<file path="config.mk">
export PLATFORM = sky130hd
export DESIGN_NAME = mux_4to1
export DESIGN_NICKNAME = d
export VERILOG_FILES = /design/src/rtl/mux_4to1_pkg.sv /design/src/rtl/mux_4to1_core.sv /design/src/rtl/mux_4to1.sv
export SDC_FILE = /design/constraint.sdc
export NUM_CORES = 1
export LEC_CHECK = 0
export CAP_MARGIN = 5
export CELL_PAD_IN_SITES_DETAIL_PLACEMENT = 0
export CELL_PAD_IN_SITES_GLOBAL_PLACEMENT = 2
export CORE_AREA = 4 4 41 43
export CTS_BUF_LIST = sky130_fd_sc_hd__clkbuf_8
export CTS_CLUSTER_DIAMETER = 60
export DETAILED_ROUTE_END_ITERATION = 6
export DIE_AREA = 0 0 45 47
export GPL_TIMING_DRIVEN = 0
export PLACE_DENSITY = 0.47
export SLEW_MARGIN = 10
export SYNTH_ARGS = -nofsm -noshare
export SYNTH_HDL_FRONTEND = slang
export SYNTH_SLANG_ARGS = --single-unit
export TNS_END_PERCENT = 10
</file>
<file path="constraint.sdc">
create_clock -name clk -period 1.3 [get_ports clk]
set_input_delay 0.26 -clock clk [delete_from_list [all_inputs] [get_ports clk]]
set_output_delay 0.26 -clock clk [all_outputs]
set_load 0.03 [all_outputs]
</file>
<file path="src/rtl/mux_4to1_pkg.sv">
// Shared types and constants for the 4:1 selector and its register stage.
package mux_4to1_pkg;

    typedef logic [1:0] sel_t;

    localparam sel_t SEL_I0 = 2'b00;
    localparam sel_t SEL_I1 = 2'b01;
    localparam sel_t SEL_I2 = 2'b10;
    localparam sel_t SEL_I3 = 2'b11;

    localparam int DATA_W_DEF = 1;

endpackage

</file>
<file path="src/rtl/mux_4to1_core.sv">
// Purely combinational 4:1 lane selector; lane k lives at data_i[k*DATA_W +: DATA_W].
module mux_4to1_core
    import mux_4to1_pkg::*;
#(
    parameter int DATA_W = DATA_W_DEF
) (
    input  logic [4*DATA_W-1:0] data_i,
    input  sel_t                sel_i,
    output logic [DATA_W-1:0]   out_o
);

    always_comb begin
        out_o = '0;
        case (sel_i)
            SEL_I0:  out_o = data_i[0*DATA_W +: DATA_W];
            SEL_I1:  out_o = data_i[1*DATA_W +: DATA_W];
            SEL_I2:  out_o = data_i[2*DATA_W +: DATA_W];
            SEL_I3:  out_o = data_i[3*DATA_W +: DATA_W];
            default: out_o = '0;
        endcase
    end

endmodule

</file>
<file path="src/rtl/mux_4to1.sv">
// 4:1 selector with a registered copy of the output and a select-change flag.
// Define MUX4TO1_PARITY_EN to add parity_q, the registered even parity of out.
module mux_4to1
    import mux_4to1_pkg::*;
#(
    parameter int DATA_W = DATA_W_DEF
) (
    input  logic                clk,
    input  logic                rst,
    input  logic [4*DATA_W-1:0] i,
    input  sel_t                sel,
    output logic [DATA_W-1:0]   out,
    output logic [DATA_W-1:0]   out_q,
    output logic                sel_chg
`ifdef MUX4TO1_PARITY_EN
    ,
    output logic                parity_q
`endif
);

    logic [DATA_W-1:0] out_d;
    sel_t              sel_prev_q;
    sel_t              sel_prev_d;
    logic              sel_chg_q;
    logic              sel_chg_d;

    mux_4to1_core #(
        .DATA_W (DATA_W)
    ) u_core (
        .data_i (i),
        .sel_i  (sel),
        .out_o  (out)
    );

    assign out_d      = out;
    assign sel_prev_d = sel;
    // sel_prev resets to lane 0, so leaving reset on any other lane flags a change
    assign sel_chg_d  = (sel != sel_prev_q);
    assign sel_chg    = sel_chg_q;

    always_ff @(posedge clk or posedge rst) begin
        if (rst) begin
            out_q      <= '0;
            sel_prev_q <= SEL_I0;
            sel_chg_q  <= 1'b0;
        end else begin
            out_q      <= out_d;
            sel_prev_q <= sel_prev_d;
            sel_chg_q  <= sel_chg_d;
        end
    end

`ifdef MUX4TO1_PARITY_EN
    logic parity_d;

    assign parity_d = ^out;

    always_ff @(posedge clk or posedge rst) begin
        if (rst) begin
            parity_q <= 1'b0;
        end else begin
            parity_q <= parity_d;
        end
    end
`endif

endmodule

</file>
---- After elaboration in Yosys (flattened, before gate mapping) ----
Cells that the tools add are included.
storage, ports and cells
  bits in registers ....................... 4
  bits in latches ......................... 0
  RAM bits ................................ 0
  memory bits (read-only) ................. 0
  output and inout port bits .............. 3
  memories kept ........................... 0
operators by class
  $add $sub $neg .......................... 0
  multipliers ............................. 0
  div/mod/pow operators ................... 0
  magnitude comparators ................... 0
  equality and inequality tests ........... 4
  shift-type cells ........................ 0
  multiplexer cells ....................... 1
  bitwise logic cells ..................... 0
  reduce and logical (&&, ||, !) cells .... 1
operator list
  cell                count
  $eq 2x2->1 const B  2
  $pmux 1 s4          1
  $eq 2x1->1 const B  1
  $logic_not 2->1     1
  $ne 2x2->1          1

---- Logic depth before layout (Yosys ltp) ----
Gate-level depths: netlist of the first run.
  depth after elaboration ................. 2
  depth in mapped cells ................... 2

---- By module ----
A second synthesis of the first run with hierarchy kept.
second synthesis, totals
  cell total of the unflattened synthesis .. 9
  area total of the unflattened synthesis .. 147.6 um^2
by module, submodules not included
  module         instances  cells an instance  area each (um^2)
  mux_4to1       1          8                  125.1
  mux_4to1_core  1          1                  22.5

---- Least setup slack after synthesis of the first run ----
Ideal clock, no wire load.
  path type ............................... input to output
  from .................................... input port sel[0]
  to ...................................... output port out
  data arrival time ....................... 848 ps
  required time ........................... 1040 ps
  setup slack ............................. 192 ps
  stages on the path ...................... 1
  path buffers ............................ 0
  cell sequence ........................... mux4_2
between the ends
  longest elaborated chain between the ends .. 2
RTL lines
  element                             RTL line             RTL
  from (decl)                         mux_4to1.sv:11       input sel_t sel,
  $eq 2x2->1 (tied with other cells)  mux_4to1_core.sv:14  case (sel_i)
  $pmux 1 s4 (*)                      mux_4to1_core.sv:14
  to (decl)                           mux_4to1.sv:12       output logic [DATA_W-1:0] out,
Mark *: on every way between the ends. The rest lies on a longest branch, timed or not.

---- Final worst setup path of the first run ----
  from .................................... input port sel[1]
  to ...................................... output port out
Same word-level chain as after synthesis.

==> flow_summary.toml, run 1 <==
[cells_and_area]
syn_to_final_growth_pct = 94.1
nNetsFinal = 32
num_antenna_cells = 0
post-route-util_pct = 22.0
final_layout_size_suffix_gt1_share_pct = 45.5

[yosys]
synth_cells = 9
netlist_top_cells_area = "dfrtp_1 (68%), mux4_2 (15%), xnor2_1 (12%)"
synth_seq_cells = 4
yosys.area.top_type = "dfrtp_1"
yosysTopAreaCellShare_pct = 67.8
post_synth.cell_area_avg_sq_um = 16.4
syn_area_sq_um = 148
ys_warn_count = 0
synth_seq_area_share_pct = 67.8
ys_types = 5
synth_nets = 17

[pwr]
ir_drop_uv = 547
power.density_nw_per_um2 = 1620
power_leakage_nw = 0.132
finalPower_mw = 0.464

[clock_tree]
cts_resized = 17
tritoncts = "done"
path_clk_slew_ns = 0.03
cts_buffers = 3
cts_sinks = 4
cts_setup_buffers = 0
clk-insertion-delay-late_ns = 0.22
clockBufferDepth = 2
cts-root-buf = "clkbuf_8"
holdBufCountCts = 0
cts.htree.levels = 1

[timing]
maxSlewViolCount = 0
rsz0062_at_grt = "no"
hold_viol = 0
worst-slew-pin-transition_ns = 0.302
setup_viol_count_final = 0
min_period_over_period_pct = 97.5
finClkSkew_ns = 0.00347
maxClockFrequency_mhz = 789
relSlewSlack_pct = 80.0
finalCriticalPeriod_ns = 1.27

[detailed_routing]
drt_iter0_drc = 0
wl_per_cell_microns = 9.32
vias = 122
finalWirelength_microns = 345
via_per_inst = 3.30
wl_met1_microns = 120
wl_met2_microns = 128
ant_nets = 0
highest_layer = "met4"
firstDrtPassIters = 1
drc = 0
routed-wl-met3_microns = 86

[die]
die_y_microns = 47
ios = 11
row_count = 13
start_util_pct = 11.3
core-area_sq_um = 1300
die_x_microns = 45
die_area_sq_um = 2120

[global_route]
grt_max_degree = 5
overflow = 0
grt_pass1_wl_microns = 476
grt_antenna_before_repair = 0
first_global_vias = 125
grtUsageTotal_pct = 4.13

[worst_setup_path]
worst-path-buf-inv = 2
critPathLaunch = "sel[1]"
cp.required_ns = 1.04
critical_path_arrival_ns = 1.01
start_kind = "input pin"
crit_path_max_fanout = 3
crit_chain = "dlygate4sd2_1 > mux4_2 > buf_6"
slowest_stage = "mux4_2"
critPathMaxStageDelay_ns = 0.33
crit_type = "in -> out"
rr_startpoint = "sel_prev_q[1]$_DFF_PP0_"
endpoint_kind = "output port"
cp_top_family = "buffers and inverters"

[place]
portBuffers = 10
gp_congestion = 0.602
dp_hpwl_microns = 288

[min_path]
worstHoldStart = "sel[0]"
hp-class = "in -> reg"

[status]
status = "complete, no violations"

[flow_run]
drv_cap = 0
[synthesized netlist by cell type]
library cell,number
dfrtp_1,4
inv_1,1
mux4_2,1
nand2_1,1
xnor2_1,2
[path summary, 6_finish.rpt]
check	slack, ns	cells after the start	to
setup / recovery	0.03	3	out
hold / removal	0.17	1	sel_prev_q[0]$_DFF_PP0_
setup reg to reg	0.62	2	sel_chg$_DFF_PP0_
hold reg to reg	0.46	2	sel_chg$_DFF_PP0_
max in group asynchronous	0.92	2	sel_prev_q[1]$_DFF_PP0_
min in group asynchronous	0.23	2	sel_chg$_DFF_PP0_
[placed cells by master, fill, tap and decap left out, drive strengths merged]
cell type	netlist	final
inv	1	1
dlygate4sd2	0	3
nand2	1	1
clkbuf	0	7
clkdlybuf4s50	0	1
mux4	1	1
dfrtp	4	4
xnor2	2	2
buf	0	2
[state kept, by name, indices dropped and copies added, names as in the netlist]
name	cells
sel_prev_q	2
out_q	1
sel_chg	1
[report_power, final]
part	switching [mW]	internal [mW]	total (mW)
logic	0.0351	0.0328	0.0679
registers	0.00283	0.135	0.138
clock network	0.0616	0.197	0.259
total	0.0995	0.365	0.464
[per-layer routing]
layer  vias up  global-route usage (%)
met5         -                       0
met4         0                    5.26
met3         2                    5.36
met2        13                    4.52
met1        51                    3.01
li1         56                       -
[logic make-up (layout without fill, tap and decap cells)]
kind of cell              Yosys count  after routing  share of synthesized area [%]
muxes                               1              1                           15.3
buffers and inverters               1             14                           2.54
DFF                                 4              4                           67.8
xor gates and xnor gates            2              2                           11.9
and+or+nand+nor                     1              1                           2.54
[worst reg2reg max path: stages (launching register included)]
cell     delay (ns)
dfrtp_1        0.36
xnor2_1        0.14
nand2_1        0.06
[layout make-up]
| type | instances | area, sq um |
|---|---|---|
| Fill cell | 143 | 1010 |
| Inverter | 1 | 3.75 |
| Multi-Input combinational cell | 4 | 43.8 |
| Clock buffer | 3 | 41.3 |
| Tap cell | 15 | 18.8 |
| Sequential cell | 4 | 100 |
| Timing Repair Buffer | 10 | 78.8 |
[stage by stage]
stage | setup WS [ns] | hold WS, ns | instance area (sq um) | TNS [ns] | std cells
floorplan | 0.192 | 0.0261 | 148 | 0 | 9
global placement | -0.927 | 0.459 | 267 | -1.12 | 34
detailed placement | -0.911 | 0.462 | 267 | -1.09 | 34
CTS | -0.124 | 0.232 | 302 | -0.124 | 37
global route | 0.00347 | 0.161 | 287 | 0 | 37
finish | 0.0322 | 0.166 | 287 | 0 | 37
(Power assumes the default switching activity.)
==> run 2: changes to the inputs <==
Settings changed: SLEW_MARGIN 10 to 20.
Clock period 1.3 ns to 1.63 ns, I/O delays scaled along.
==> run 2 against run 1 <==
Sequential cell count did not move. Hold slack improved by 0.14 ns. Die area did not move. Critical endpoint unchanged. Largest power group unchanged.
==> flow_summary.toml, run 2 (synthesized netlist as in run 1, its figures left out) <==
[cells_and_area]
largest_register_ffs = 2
multi_input_area_sq_um = 43.8
syn_to_final_growth_pct = 105
n_fill_cell = 146
nNetsFinal = 32
final_layout_size_suffix_gt1_share_pct = 22.7
largest_register = "sel_prev_q"
register_area_sq_um = 100
layout_commonest_cell = "dlygate4sd2_1"
num_antenna_cells = 0
final_cell_mix = "dlygate4sd2_1 (5), dfrtp_1 (4), clkbuf_8 (3), clkdlybuf4s50_1 (3), xnor2_1 (2)"

[pwr]
power.density_nw_per_um2 = 1240
power_leakage_nw = 0.134
ir_drop_uv = 437
finalPower_mw = 0.375

[global_route]
grt_pass1_wl_microns = 476
overflow = 0
grt_max_degree = 5
grt_antenna_before_repair = 0
grtUsageTotal_pct = 4.13
first_global_vias = 125

[timing]
maxClockFrequency_mhz = 629
min_period_over_period_pct = 97.5
maxSlewViolCount = 0
hold_viol = 0
relSlewSlack_pct = 79.5
rsz0062_at_grt = "no"
worst-slew-pin-transition_ns = 0.306
hold_slack_ns = 0.301
setup_viol_count_final = 0
finalCriticalPeriod_ns = 1.59
finClkSkew_ns = 0.00356

[detailed_routing]
firstDrtPassIters = 1
wl_met1_microns = 113
drt_iter0_drc = 0
ant_nets = 0
vias = 121
wl_met2_microns = 129
routed-wl-met3_microns = 88
finalWirelength_microns = 341
highest_layer = "met4"
wl_per_cell_microns = 9.22
drc = 0
via_per_inst = 3.27

[die]
row_count = 13
core-area_sq_um = 1300
start_util_pct = 11.3
ios = 11
die_x_microns = 45
die_y_microns = 47
die_area_sq_um = 2120

[clock_tree]
cts-root-buf = "clkbuf_8"
tritoncts = "done"
clk-insertion-delay-late_ns = 0.22
path_clk_slew_ns = 0.03
cts.htree.levels = 1
cts_setup_buffers = 0
cts_buffers = 3
cts_sinks = 4
clockBufferDepth = 2

[worst_setup_path]
crit_path_max_fanout = 3
critical_path_arrival_ns = 1.26
crit_type = "in -> out"
rr_startpoint = "sel_prev_q[1]$_DFF_PP0_"
cp.required_ns = 1.30
endpoint_kind = "output port"
start_kind = "input pin"
critPathLaunch = "sel[0]"

[place]
portBuffers = 10
dp_hpwl_microns = 288
gp_congestion = 0.602

[min_path]
hp-class = "in -> async"

[status]
status = "complete, no violations"

[flow_run]
drv_cap = 0
[run 2: cell types whose count changed in the layout (fill, tap and decap cells not counted), sizes merged]
cell | previous run | this run
clkbuf | 7 | 3
clkdlybuf4s50 | 1 | 3
dlygate4sd2 | 3 | 5
buf | 2 | 1
clkdlybuf4s15 | 0 | 1
[run 2: cell type report]
class                           count  share of cell area [%]
Timing Repair Buffer               10                    31.4
Inverter                            1                    1.24
Sequential cell                     4                    33.1
Multi-Input combinational cell      4                    14.5
Clock buffer                        3                    13.6
Tap cell                           15                    6.20
[run 2: worst paths after layout]
check                                           to  slack, ns  depth (start not counted)
setup / recovery                               out       0.04                          3
hold / removal                   sel_chg$_DFF_PP0_       0.30                          2
setup reg to reg                 sel_chg$_DFF_PP0_       0.95                          2
hold reg to reg                  sel_chg$_DFF_PP0_       0.46                          2
max in group asynchronous  sel_prev_q[1]$_DFF_PP0_       1.18                          2
min in group clk           sel_prev_q[0]$_DFF_PP0_       0.41                          1
[run 2: per-stage QoR]
stage / setup TNS, ns / setup WS, ns / util (%) / std cells / instance area (sq um)
detailed placement: -0.713 / -0.713 / 20.5 / 34 / 267
floorplan: 0 / 0.390 / - / 9 / 148
finish: 0 / 0.0403 / 23.3 / 37 / 303
global route: 0 / 0.00632 / 23.3 / 37 / 303
CTS: 0 / 0.0288 / 23.3 / 37 / 303
global placement: -0.729 / -0.729 / 20.5 / 34 / 267
[run 2: timing repair]
action | CTS | global route
gates resized for setup | 14 | 0
hold buffers | 0 | 0
endpoints found under the setup margin | 1 | 0
[run 2: critical path, stage by stage]
cell,delay (ns)
clkdlybuf4s15_1,0.24
mux4_2,0.54
buf_6,0.16
[run 2: power by group]
part	leakage [nW]	total (mW)	switching, mW	internal [mW]
Combinational	0.0669	0.0584	0.0280	0.0304
Clock	0.0216	0.206	0.0492	0.157
Sequential	0.0452	0.110	0.00250	0.108
Total	0.134	0.375	0.0797	0.295
[run 2: metal layers]
metal | vias up | GRT usage, %
met4 | 0 | 5.26
met5 | - | 0
met1 | 51 | 3.01
met2 | 13 | 4.52
met3 | 2 | 5.36
li1 | 55 | -
